File: src/rtl/fifo_pkt_framer_if.sv
// Handshake bundle between the packet framer, its upstream byte FIFO and the
// downstream byte stream. The master side is the framer.
interface fifo_pkt_framer_if;
  logic       fifo_empty;
  logic       fifo_wr;
  logic [7:0] fifo_data;
  logic       fifo_rd;
  logic       m_valid;
  logic       m_ready;
  logic [7:0] m_data;
  logic       m_last;

  modport master (
    input  fifo_empty, fifo_wr, fifo_data, m_ready,
    output fifo_rd, m_valid, m_data, m_last
  );

  modport slave (
    output fifo_empty, fifo_wr, fifo_data, m_ready,
    input  fifo_rd, m_valid, m_data, m_last
  );
endinterface

File: src/rtl/fifo_pkt_framer.sv
// Frames bytes from an upstream FIFO into packets: header byte, PKT_LEN payload
// bytes, then a modulo-256 checksum of the payload flagged with m_last.
module fifo_pkt_framer #(
  parameter int unsigned PKT_LEN  = 4,
  parameter logic [7:0]  HDR_BYTE = 8'hA5
) (
  input  logic              clock,
  input  logic              rst,
  fifo_pkt_framer_if.master bus,
  output logic              busy
);
  typedef enum logic [2:0] {IDLE, HDR, POP, CAP, SEND, CKS} state_t;

  localparam logic [7:0] LEN_B = PKT_LEN[7:0];

  state_t     state_q, state_d;
  logic [7:0] cnt_q, cnt_d;
  logic [7:0] cks_q, cks_d;
  logic [7:0] m_data_q, m_data_d;
  logic       m_valid_q, m_valid_d;
  logic       m_last_q, m_last_d;
  logic       busy_q, busy_d;
  logic       rd_req;

  function automatic logic [7:0] cks_add(input logic [7:0] acc, input logic [7:0] b);
    return acc + b;
  endfunction

  // A read issued while the FIFO is being written is dropped by the FIFO,
  // so POP only advances when the strobe lands in a write-free cycle.
  assign rd_req      = (state_q == POP) && !bus.fifo_empty;
  assign bus.fifo_rd = rd_req;
  assign bus.m_valid = m_valid_q;
  assign bus.m_data  = m_data_q;
  assign bus.m_last  = m_last_q;
  assign busy        = busy_q;

  always_comb begin
    state_d   = state_q;
    cnt_d     = cnt_q;
    cks_d     = cks_q;
    m_data_d  = m_data_q;
    m_valid_d = m_valid_q;
    m_last_d  = m_last_q;
    case (state_q)
      IDLE: begin
        if (!bus.fifo_empty) begin
          m_data_d  = HDR_BYTE;
          m_valid_d = 1'b1;
          cnt_d     = 8'd0;
          cks_d     = 8'd0;
          state_d   = HDR;
        end
      end
      HDR: begin
        if (bus.m_ready) begin
          m_valid_d = 1'b0;
          state_d   = POP;
        end
      end
      POP: begin
        if (rd_req && !bus.fifo_wr) state_d = CAP;
      end
      CAP: begin
        m_data_d  = bus.fifo_data;
        m_valid_d = 1'b1;
        cks_d     = cks_add(cks_q, bus.fifo_data);
        cnt_d     = cnt_q + 8'd1;
        state_d   = SEND;
      end
      SEND: begin
        if (bus.m_ready) begin
          if (cnt_q == LEN_B) begin
            m_data_d = cks_q;
            m_last_d = 1'b1;
            state_d  = CKS;
          end else begin
            m_valid_d = 1'b0;
            state_d   = POP;
          end
        end
      end
      CKS: begin
        if (bus.m_ready) begin
          m_valid_d = 1'b0;
          m_last_d  = 1'b0;
          state_d   = IDLE;
        end
      end
      default: state_d = IDLE;
    endcase
    busy_d = (state_d != IDLE);
  end

  always_ff @(posedge clock or negedge rst) begin
    if (!rst) begin
      state_q   <= IDLE;
      cnt_q     <= 8'd0;
      cks_q     <= 8'd0;
      m_data_q  <= 8'd0;
      m_valid_q <= 1'b0;
      m_last_q  <= 1'b0;
      busy_q    <= 1'b0;
    end else begin
      state_q   <= state_d;
      cnt_q     <= cnt_d;
      cks_q     <= cks_d;
      m_data_q  <= m_data_d;
      m_valid_q <= m_valid_d;
      m_last_q  <= m_last_d;
      busy_q    <= busy_d;
    end
  end
endmodule

File: src/flat_wrapper.sv
// flat-port wrapper written by rule: the top's interface ports become plain ports
module fifo_pkt_framer_flat 
#(
  parameter int unsigned PKT_LEN  = 4,
  parameter logic [7:0]  HDR_BYTE = 8'hA5
)
  (clock, rst, busy, bus_fifo_empty, bus_fifo_wr, bus_fifo_data, bus_m_ready, bus_fifo_rd, bus_m_valid, bus_m_data, bus_m_last);
  fifo_pkt_framer_if bus_i ();
  input  logic clock;
  input  logic rst;
  output logic busy;
  input wire logic [$bits(bus_i.fifo_empty)-1:0] bus_fifo_empty;
  input wire logic [$bits(bus_i.fifo_wr)-1:0] bus_fifo_wr;
  input wire logic [$bits(bus_i.fifo_data)-1:0] bus_fifo_data;
  input wire logic [$bits(bus_i.m_ready)-1:0] bus_m_ready;
  output wire logic [$bits(bus_i.fifo_rd)-1:0] bus_fifo_rd;
  output wire logic [$bits(bus_i.m_valid)-1:0] bus_m_valid;
  output wire logic [$bits(bus_i.m_data)-1:0] bus_m_data;
  output wire logic [$bits(bus_i.m_last)-1:0] bus_m_last;
  assign bus_i.fifo_empty = bus_fifo_empty;
  assign bus_i.fifo_wr = bus_fifo_wr;
  assign bus_i.fifo_data = bus_fifo_data;
  assign bus_i.m_ready = bus_m_ready;
  assign bus_fifo_rd = bus_i.fifo_rd;
  assign bus_m_valid = bus_i.m_valid;
  assign bus_m_data = bus_i.m_data;
  assign bus_m_last = bus_i.m_last;
  fifo_pkt_framer #(.PKT_LEN(PKT_LEN), .HDR_BYTE(HDR_BYTE)) u_core (.clock(clock), .rst(rst), .bus(bus_i), .busy(busy));
endmodule
File: config.mk
export PLATFORM = sky130hd
export DESIGN_NAME = fifo_pkt_framer_flat
export DESIGN_NICKNAME = d
export VERILOG_FILES = /design/src/rtl/fifo_pkt_framer_if.sv /design/src/rtl/fifo_pkt_framer.sv /design/src/flat_wrapper.sv
export SDC_FILE = /design/constraint.sdc
export NUM_CORES = 1
export LEC_CHECK = 0
export ABC_AREA = 1
export CORE_MARGIN = 2
export CORE_UTILIZATION = 59
export DETAILED_ROUTE_END_ITERATION = 8
export GPL_TIMING_DRIVEN = 0
export PLACE_DENSITY = 0.84
export SETUP_SLACK_MARGIN = 0.4
export SYNTH_ARGS = -nofsm -noshare
export SYNTH_HDL_FRONTEND = slang
export SYNTH_SLANG_ARGS = --single-unit
File: constraint.sdc
create_clock -name clock -period 2.4 [get_ports clock]
set_input_delay 0.36 -clock clock [delete_from_list [all_inputs] [get_ports clock]]
set_output_delay 0.36 -clock clock [all_outputs]
set_load 0.01 [all_outputs]
* Word level (Yosys, flattened, before mapping) *
Cells that the tools add are included.

storage, ports and cells
  output and inout bits = 12
  logic and storage cells = 58
  register bits after elaboration = 30
  bits of input ports = 13

cells by class
  reductions and logical operators = 15
  multiplexer cells = 22
  add/sub/neg operators = 2
  equal/unequal tests = 12

operator list
  operator                                              number
  two-way mux 8 bit                                     4
  case mux 8 bit (2 select lines)                       2
  case mux 8 bit (3 select lines)                       1
  two-way mux 3 bit                                     6
  case mux 3 bit (6 select lines)                       1
  adder 8 x 1 -> 8 bit (second input constant)          1
  adder 8 bit                                           1
  equality test 8 x 3 -> 1 bit (second input constant)  1
  != test 2 bit (second input constant)                 4
  AND reduction 4 bit                                   2
  equality test 3 x 2 -> 1 bit (second input constant)  2
  equality test 3 bit (second input constant)           2
  two-way mux 1 bit                                     6
  nonzero test 3 bit                                    2
  AND reduction 5 bit                                   1
  != test 2 x 1 -> 1 bit (second input constant)        2
  case mux 1 bit (4 select lines)                       1
  nonzero test 2 bit                                    2
  nonzero test 4 bit                                    1
  equality test 3 x 1 -> 1 bit (second input constant)  1
  logical NOT 3 bit                                     1
  logical AND 1 bit                                     2
  logical NOT 1 bit                                     2
  case mux 1 bit (2 select lines)                       1
  2 further kinds                                       2

* Longest topological paths before layout *
Gate-level depths: netlist (run 1).

  depth after elaboration = 6
  mapped depth = 10
  mapped depth without buffers = 10

* Worst setup path after synthesis (run 1) *
OpenSTA, ideal clock, no wires.

  path kind = register to register
  start point = register u_core.cnt_q[0]
  end point = register u_core.m_data_q[0], in the netlist u_core.bus.m_data[0]
  cell stages (with the launch flop) = 10
  period minus slack after synthesis = 1.466 ns
  library setup time = 0.118 ns
  slack = 0.934 ns
  data required time = 2.282 ns
  path buffers = 0
  arrival time = 1.348 ns
  path through = dfrtp_1 -> inv_1 -> ha_1 -> inv_1 -> nor2_1 -> nand2_1 -> o21ai_4 -> nand3_4 -> nand2_1 -> nand2_1

on the way
  word-level cells in the longest chain between the ends = 3

RTL lines
  what                                     line                    source
  from (decl)                              fifo_pkt_framer.sv:17   logic [7:0] cnt_q, cnt_d;
  from (signal assigned)                   fifo_pkt_framer.sv:106  cnt_q <= cnt_d;
  equality test 8 x 3 -> 1 bit             fifo_pkt_framer.sv:73   if (cnt_q == LEN_B) begin
  != test 2 x 1 -> 1 bit (no source line)  -
  AND reduction 4 bit (no source line)     -
  to (signal assigned)                     fifo_pkt_framer.sv:108  m_data_q <= m_data_d;
  to (decl)                                fifo_pkt_framer.sv:19   logic [7:0] m_data_q, m_data_d;

No other way between the ends.
A chain may end at the register's enable or synchronous reset.

* Worst setup path after layout (run 1) *
  start point = register u_core.state_q[0]
  end point = output bus_fifo_rd

on the way
  word-level cells in the longest chain between the ends = 2

RTL lines
  what                          line                    source
  from (decl)                   fifo_pkt_framer.sv:16   state_t state_q, state_d;
  from (signal assigned)        fifo_pkt_framer.sv:105  state_q <= state_d;
  equality test 3 x 2 -> 1 bit  fifo_pkt_framer.sv:31   assign rd_req = (state_q == POP) && !bus.fifo_empty;
  logical AND 1 bit             fifo_pkt_framer.sv:31
  to (decl)                     flat_wrapper.sv:16      output wire logic [$bits(bus_i.fifo_rd)-1:0] bus_fifo_rd;

No other way between the ends.

==> metrics.md, run 1 <==
| Metric | Value |
|---|---|
| Outcome | completed |
| Complex-gate fraction of the synthesized area | 8.010% |
| Final antenna-violating net count | 0 |
| Reg2Reg Setup Slack | 700 ps |
| Diodes inserted | 0 |
| Global-route wire length before repair | 7224 µm |
| Worst EP arrival | 1530 ps |
| Core area | 3078 µm² |
| Final setup TNS | 0 ps |
| GRT Total Usage | 26.25% |
| Number of I/O port buffers | 24 |
| Initial Util | 62.93% |
| Sequential cell area fraction in the yosys report | 38.76% |
| Max Clock Freq | 0.5284 GHz |
| Synth async-reset ratio | 100.0% |
| Clock skew | 7.703 ps |
| Power per Cell Area | 1037 nW/µm² |
| Initial antenna violation count | 0 |
| Number of global-route vias before repair | 1672 |
| DRT iter0 DRCs | 90 |
| FF-to-FF path depth | 9 |
| Post-detail-place hpwl | 3264 µm |
| Dpl ws | 352.8 ps |
| Residual DRC count | 0 |
| Placer Congestion | 0.8641 |
| Synth Area per Inst | 7.227 µm² |
| Router iterations before antenna repair | 4 |
| Worst-margin pin slew | 672.5 ps |
| Syn-to-layout area delta | 18.22% |
| Fill cells | 261 |
| Top cells by area, synth | dfrtp_1, nand2_1, nand3_1 |
| CTS H-tree lvls | 2 |
| Max-slew headroom | 55.17% |
| Max Cap Viol | 0 |
| Largest net degree at the start of global routing | 31 |
| Clk sinks | 30 |
| Num rows | 20 |
| Vias/cell | 5.390 |
| EDFF count, synth | 0 |
| Worst Path Required | 2040 ps |
| Peak VDD IR | 0.0004977 V |
| Ports | 25 |
| Reg clk slew, reported paths | 100 ps |
| Post-Synth XOR/XNOR Area | 1.357% |
| Clk root buf | clkbuf_4 |
| Layout cells sized above 1 | 8.000% |
| # nets final | 322 |
| Hold_ws | 42.29 ps |
| Seq. cell area | 750.7 µm² |
| R2r startpoint | u_core.cnt_q[0] |
| Setup crit start kind | flop |
| Number of synthesized register bits | 30 |
| Post-synthesis cell type count | 28 |
| Clock Tree Buf Depth | 2 |
| Die X | 61.30 µm |
| Drt total wl | 4343 µm |
| CP max FO | 10 |
| DP Area | 2232 µm² |
| Final-report hold violation count | 0 |
| Final setup fails | 0 |
| Via count | 1854 |
| Footprint of the multi-input gates | 1013 µm² |
| Cell count after synthesis | 268 |
| Max Slew Vio Count | 0 |
| TritonCTS clock tree | built |
| Crit share post-route | 78.86% |
| Top cells by count, synth | nand2_1, inv_1, dfrtp_1 |
| Routed len/inst | 12.63 µm |
| Top-count cell post-synth | nand2_1 |
| Synth warn | 0 |
| Skew-Pair Late Insertion Delay | 340 ps |
| Synth Area in Simple Gates | 36.11% |
| Post-Syn Area | 1937 µm² |
| Fin worst setup slack | 507.4 ps |
| Post-Syn Nets | 291 |
| Minimum clock period | 1893 ps |
| Worst Hold Class | input pin to async pin |
| RSZ-0062 raised after global routing | no |
| Setup bufs post-CTS | 0 |
| Setup CP Type | flop to primary output |
| Leading area contributor after synthesis | dfrtp_1 |
| Adder-cell share of the synthesized area | 6.848% |
| CTS Buf Count | 5 |
| Predominant post-synthesis flop cell | dfrtp_1 |
| Top cell type's share of synthesized area | 38.76% |
| Crit. End Element | primary output |
| Largest family of logic cells by synthesized area | simple AND/OR/NAND/NOR gates |
| Fin area | 2290 µm² |
| Mux cell area share after synthesis | 0% |
| Die span in y | 61.30 µm |
| GRT overflow | 0 |
| Full die area | 3757 µm² |
| Lkg Pwr | 1.190 nW |
| RR Endpoint | u_core.bus.m_data[5] |
## critical path, cell delays in order, from the launching register on
cell and delay, ps:
dfrtp_1 430, buf_2 210, nor4_1 260, dlygate4sd2_1 290
## metal layers
layer | track usage, % | vias to the layer above | share of wire [%]
li1 | - | 939 | -
met1 | 35.03 | 849 | 46
met2 | 42.10 | 57 | 47
met3 | 5.252 | 9 | 5.1
met4 | 10.25 | 0 | 2.0
met5 | 0 | - | 0
## stage by stage
stage,power [mW],utilization (%),std cells
floorplan,1.636,-,268
global placement,1.999,72.52,336
detailed placement,2.055,72.52,336
CTS,2.388,74.55,344
global route,2.574,74.39,344
finish,2.375,74.39,344
## worst max path at each step
stage	startpoint	end	slack (ps)	depth (start not counted)
floorplan	u_core.cnt_q[0]	u_core.bus.m_data[0]	930	9
global placement	bus_fifo_data[0]	u_core.cks_q[6]	400	10
detailed placement	bus_fifo_data[0]	u_core.cks_q[6]	350	10
CTS	u_core.state_q[0]	bus_fifo_rd	490	3
global route	u_core.state_q[0]	bus_fifo_rd	440	3
finish	u_core.state_q[0]	bus_fifo_rd	510	3
## power breakdown
part / internal (mW) / switching, mW / leakage (nW)
sequential: 0.664 / 0.106 / 0.394
clock: 0.141 / 0.189 / 0.0343
combinational: 0.502 / 0.773 / 0.762
total: 1.31 / 1.07 / 1.19
## registers in the layout (all words and copies together) (netlist names)
signal and flops:
u_core.bus.m_data 8, u_core.bus.m_valid 1, u_core.cnt_q 8, u_core.bus.m_last 1, u_core.busy 1, u_core.cks_q 8
u_core.state_q 3
## layout make-up
class / count / share of cell area (%)
Multi-Input combinational cell: 195 / 44.26
Timing Repair Buffer: 24 / 10.22
Buffer: 4 / 1.148
Clock inverter: 2 / 0.5464
Inverter: 39 / 6.393
Tap cell: 44 / 2.404
Sequential cell: 30 / 32.79
Clock buffer: 6 / 2.240
## logic make-up (layout without fill, tap and decap cells)
group,after synthesis,in the layout
AO/OA/AOI/OAI,26,26
XOR/XNOR,3,3
adder cells (fa/ha/maj),10,10
buffers and inverters,43,75
flip-flops,30,30
AND/OR/NAND/NOR,156,156
## cell usage in the layout, fill, tap and decap left out, drive strengths merged, types with 2 or more instances in the layout
cell,Yosys,layout
nand4,13,13
xor2,2,2
buf,4,5
nand3,29,29
dfrtp,30,30
nor2,16,16
o21ai,13,13
nand2,89,89
ha,9,9
nor3,5,5
o22ai,4,4
clkdlybuf4s50,0,22
inv,39,39
a21oi,7,7
clkbuf,0,6
## what timing repair did
item | 4_1_cts | 5_1_grt
setup endpoints to repair | 1 | 0
hold buffers | 0 | 0
resized for setup | 1 | 0
Note: power is estimated with default switching activity, not from simulation.
==> run 2: changes to the inputs <==
- CORE_UTILIZATION: 59 -> 55
- PLACE_DENSITY: 0.84 -> 0.79
- clock period: 2.4 -> 2 ns (I/O delays scaled with it)
==> metrics.md, run 2 (synthesized netlist as in run 1, its figures left out) <==
| Metric | Value |
|---|---|
| Outcome | finished, violations left (was completed) |
| Failing checks | hold timing |
| Max Slew Vio Count | 0 (unchanged) |
| Crit. End Element | flop (was primary output) |
| Vias/cell | 5.354 (was 5.390) |
| Final antenna-violating net count | 0 (unchanged) |
| GRT Total Usage | 23.46% (was 26.25%) |
| Drt total wl | 4627 µm (was 4343 µm) |
| Reg2Reg Setup Slack | 410 ps (was 700 ps) |
| Clock skew | 10.19 ps (was 7.703 ps) |
| CP max FO | 3 (was 10) |
| Initial Util | 57.59% (was 62.93%) |
| Critical Path Slowest Stage Cell | dfrtp_1 (unchanged) |
| Full die area | 4012 µm² (was 3757 µm²) |
| M1 WL | 2061 µm (was 1978 µm) |
| Met3 Wirelength | 262 µm (was 221 µm) |
| Worst EP arrival | 1810 ps (was 1530 ps) |
| Hold_ws | -9.083 ps (was 42.29 ps) |
| GRT overflow | 0 (unchanged) |
| Layout cells sized above 1 | 19.94% (was 8.000%) |
| Max Cap Viol | 0 (unchanged) |
| Fin worst setup slack | 410.2 ps (was 507.4 ps) |
| Final setup TNS | 0 ps (unchanged) |
| Initial antenna violation count | 0 (unchanged) |
| CTS Hold Bufs | 0 (unchanged) |
| Num rows | 21 (was 20) |
| Setup CP Type | flop to flop (was flop to primary output) |
| Peak VDD IR | 0.0006675 V (was 0.0004977 V) |
| Footprint of the multi-input gates | 1104 µm² (was 1013 µm²) |
| Clock Tree Buf Depth | 2 (unchanged) |
| Fill cells | 269 (was 261) |
| Diodes inserted | 0 (unchanged) |
| WL met2 | 2246 µm (was 2056 µm) |
| CTS H-tree lvls | 2 (unchanged) |
| DP Area | 2235 µm² (was 2232 µm²) |
| Placer Congestion | 0.8762 (was 0.8641) |
| Setup crit start kind | flop (unchanged) |
| Cell family with most CP delay | flip-flops (was buffers and inverters) |
| Clk sinks | 30 (unchanged) |
| Die span in y | 63.34 µm (was 61.30 µm) |
| Post-detail-place hpwl | 3113 µm (was 3264 µm) |
| Worst Hold Class | input pin to async pin (unchanged) |
| Global-route wire length before repair | 7410 µm (was 7224 µm) |
| Final setup fails | 0 (unchanged) |
| DR top layer | met4 (unchanged) |
| Number of I/O port buffers | 24 (unchanged) |
| Number of global-route vias before repair | 1629 (was 1672) |
| Dpl ws | 71.89 ps (was 352.8 ps) |
| Final-report hold violation count | 20 (was 0) |
| Post-Route Utilization | 75.30% (was 74.39%) |
| Worst Path Buf+Inv | 4 (was 2) |
| TritonCTS clock tree | built (unchanged) |
| CP cell instances | ha_2, inv_2, fa_2, inv_2, buf_6, buf_6, or2_4, nand3_2, nand2_1 (was buf_2, nor4_1, dlygate4sd2_1) |
| DRT iter0 DRCs | 146 (was 90) |
| Worst-margin pin slew | 652.9 ps (was 672.5 ps) |
| Lkg Pwr | 1.300 nW (was 1.190 nW) |
| Clk root buf | clkbuf_4 (unchanged) |
| # nets final | 338 (was 322) |
| Via count | 1938 (was 1854) |
| Max incr delay on CP | 410 ps (was 430 ps) |
| Router iterations before antenna repair | 4 (unchanged) |
| Residual DRC count | 0 (unchanged) |
| Ports | 25 (unchanged) |
| RSZ-0062 raised after global routing | yes (was no) |
| Max Clock Freq | 0.6290 GHz |
| Minimum clock period | 1590 ps |
| Die X | 63.34 µm (was 61.30 µm) |
| Power per Cell Area | 1260 nW/µm² (was 1037 nW/µm²) |
| Most frequent cells in the layout | nand2_1, inv_1, dfrtp_1 (unchanged) |
| Syn-to-layout area delta | 30.75% (was 18.22%) |
| Seq. cell area | 752.0 µm² (was 750.7 µm²) |
| Crit share post-route | 79.49% |
| Reg clk slew, reported paths | 100 ps (about the same) |
| Largest net degree at the start of global routing | 31 (unchanged) |
| Core area | 3363 µm² (was 3078 µm²) |
| Fin area | 2532 µm² (was 2290 µm²) |
| CTS Buf Count | 5 (unchanged) |
| Routed len/inst | 12.78 µm (was 12.63 µm) |
| Skew-Pair Late Insertion Delay | 330 ps (was 340 ps) |
| Commonest non-fill, non-tap cell in the layout | nand2_1 (unchanged) |
| Max-slew headroom | 56.48% (was 55.17%) |
| Worst Path Required | 2220 ps (was 2040 ps) |
run 2: changes by cell type in the layout (fill, tap and decap cells not counted), moves of 4 or more:
cell / delta
nand2_2: +6
nand3_2: +5
inv_1: -4
nand3_1: -5
buf_4: +14
nand2_1: -6
run 2: final timing paths:
path | cells after the start | from | to
min in group clock | 5 | bus_fifo_data[0] | u_core.bus.m_data[0]
max in group asynchronous | 1 | rst | u_core.state_q[2]
hold / removal | 1 | rst | u_core.cks_q[1]
setup reg to reg | 9 | u_core.cks_q[0] | u_core.cks_q[2]
setup / recovery | 9 | u_core.cks_q[0] | u_core.cks_q[2]
hold reg to reg | 2 | u_core.bus.m_data[3] | u_core.bus.m_data[3]
run 2: layout make-up:
cell class                      instances  area share, %
Multi-Input combinational cell        195          43.58
Sequential cell                        30          29.69
Timing Repair Buffer                   40          14.72
Inverter                               39          5.879
Tap cell                               46          2.273
Clock buffer                            7          2.174
Buffer                                  4          1.482
Clock inverter                          1         0.1976
run 2: worst reg2reg max path, stage by stage (launching register included):
cell and delay [ps]:
dfrtp_1 410, ha_2 200, inv_2 60, fa_2 190
inv_2 50, buf_6 110, buf_6 100, or2_4 240
nand3_2 70, nand2_1 50
run 2: repair_timing:
action | 4_1_cts | 5_1_grt
resized for setup | 10 | 30
pin swaps | 2 | 13
hold endpoints to repair | 0 | 0
setup buffers | 4 | 12
setup endpoints to repair | 9 | 26
run 2: per-layer routing:
metal  vias up  GRT usage [%]
met2        53          36.05
met1       904          32.75
met4         0          8.696
li1        973              -
met5         -              0
met3         8          4.821
run 2: per-stage QoR:
step,instances,hold WS (ps),power [mW]
after floorplan,268,4.409,1.963
after global placement,338,453.9,2.405
after detailed placement,338,458.0,2.452
after CTS,350,481.9,2.904
after global routing,362,43.69,3.459
final,362,-9.083,3.192
run 2: power breakdown:
group | internal, mW | total (mW) | switching [mW]
Combinational | 0.823 | 1.88 | 1.05
Clock | 0.170 | 0.381 | 0.211
Sequential | 0.800 | 0.934 | 0.134
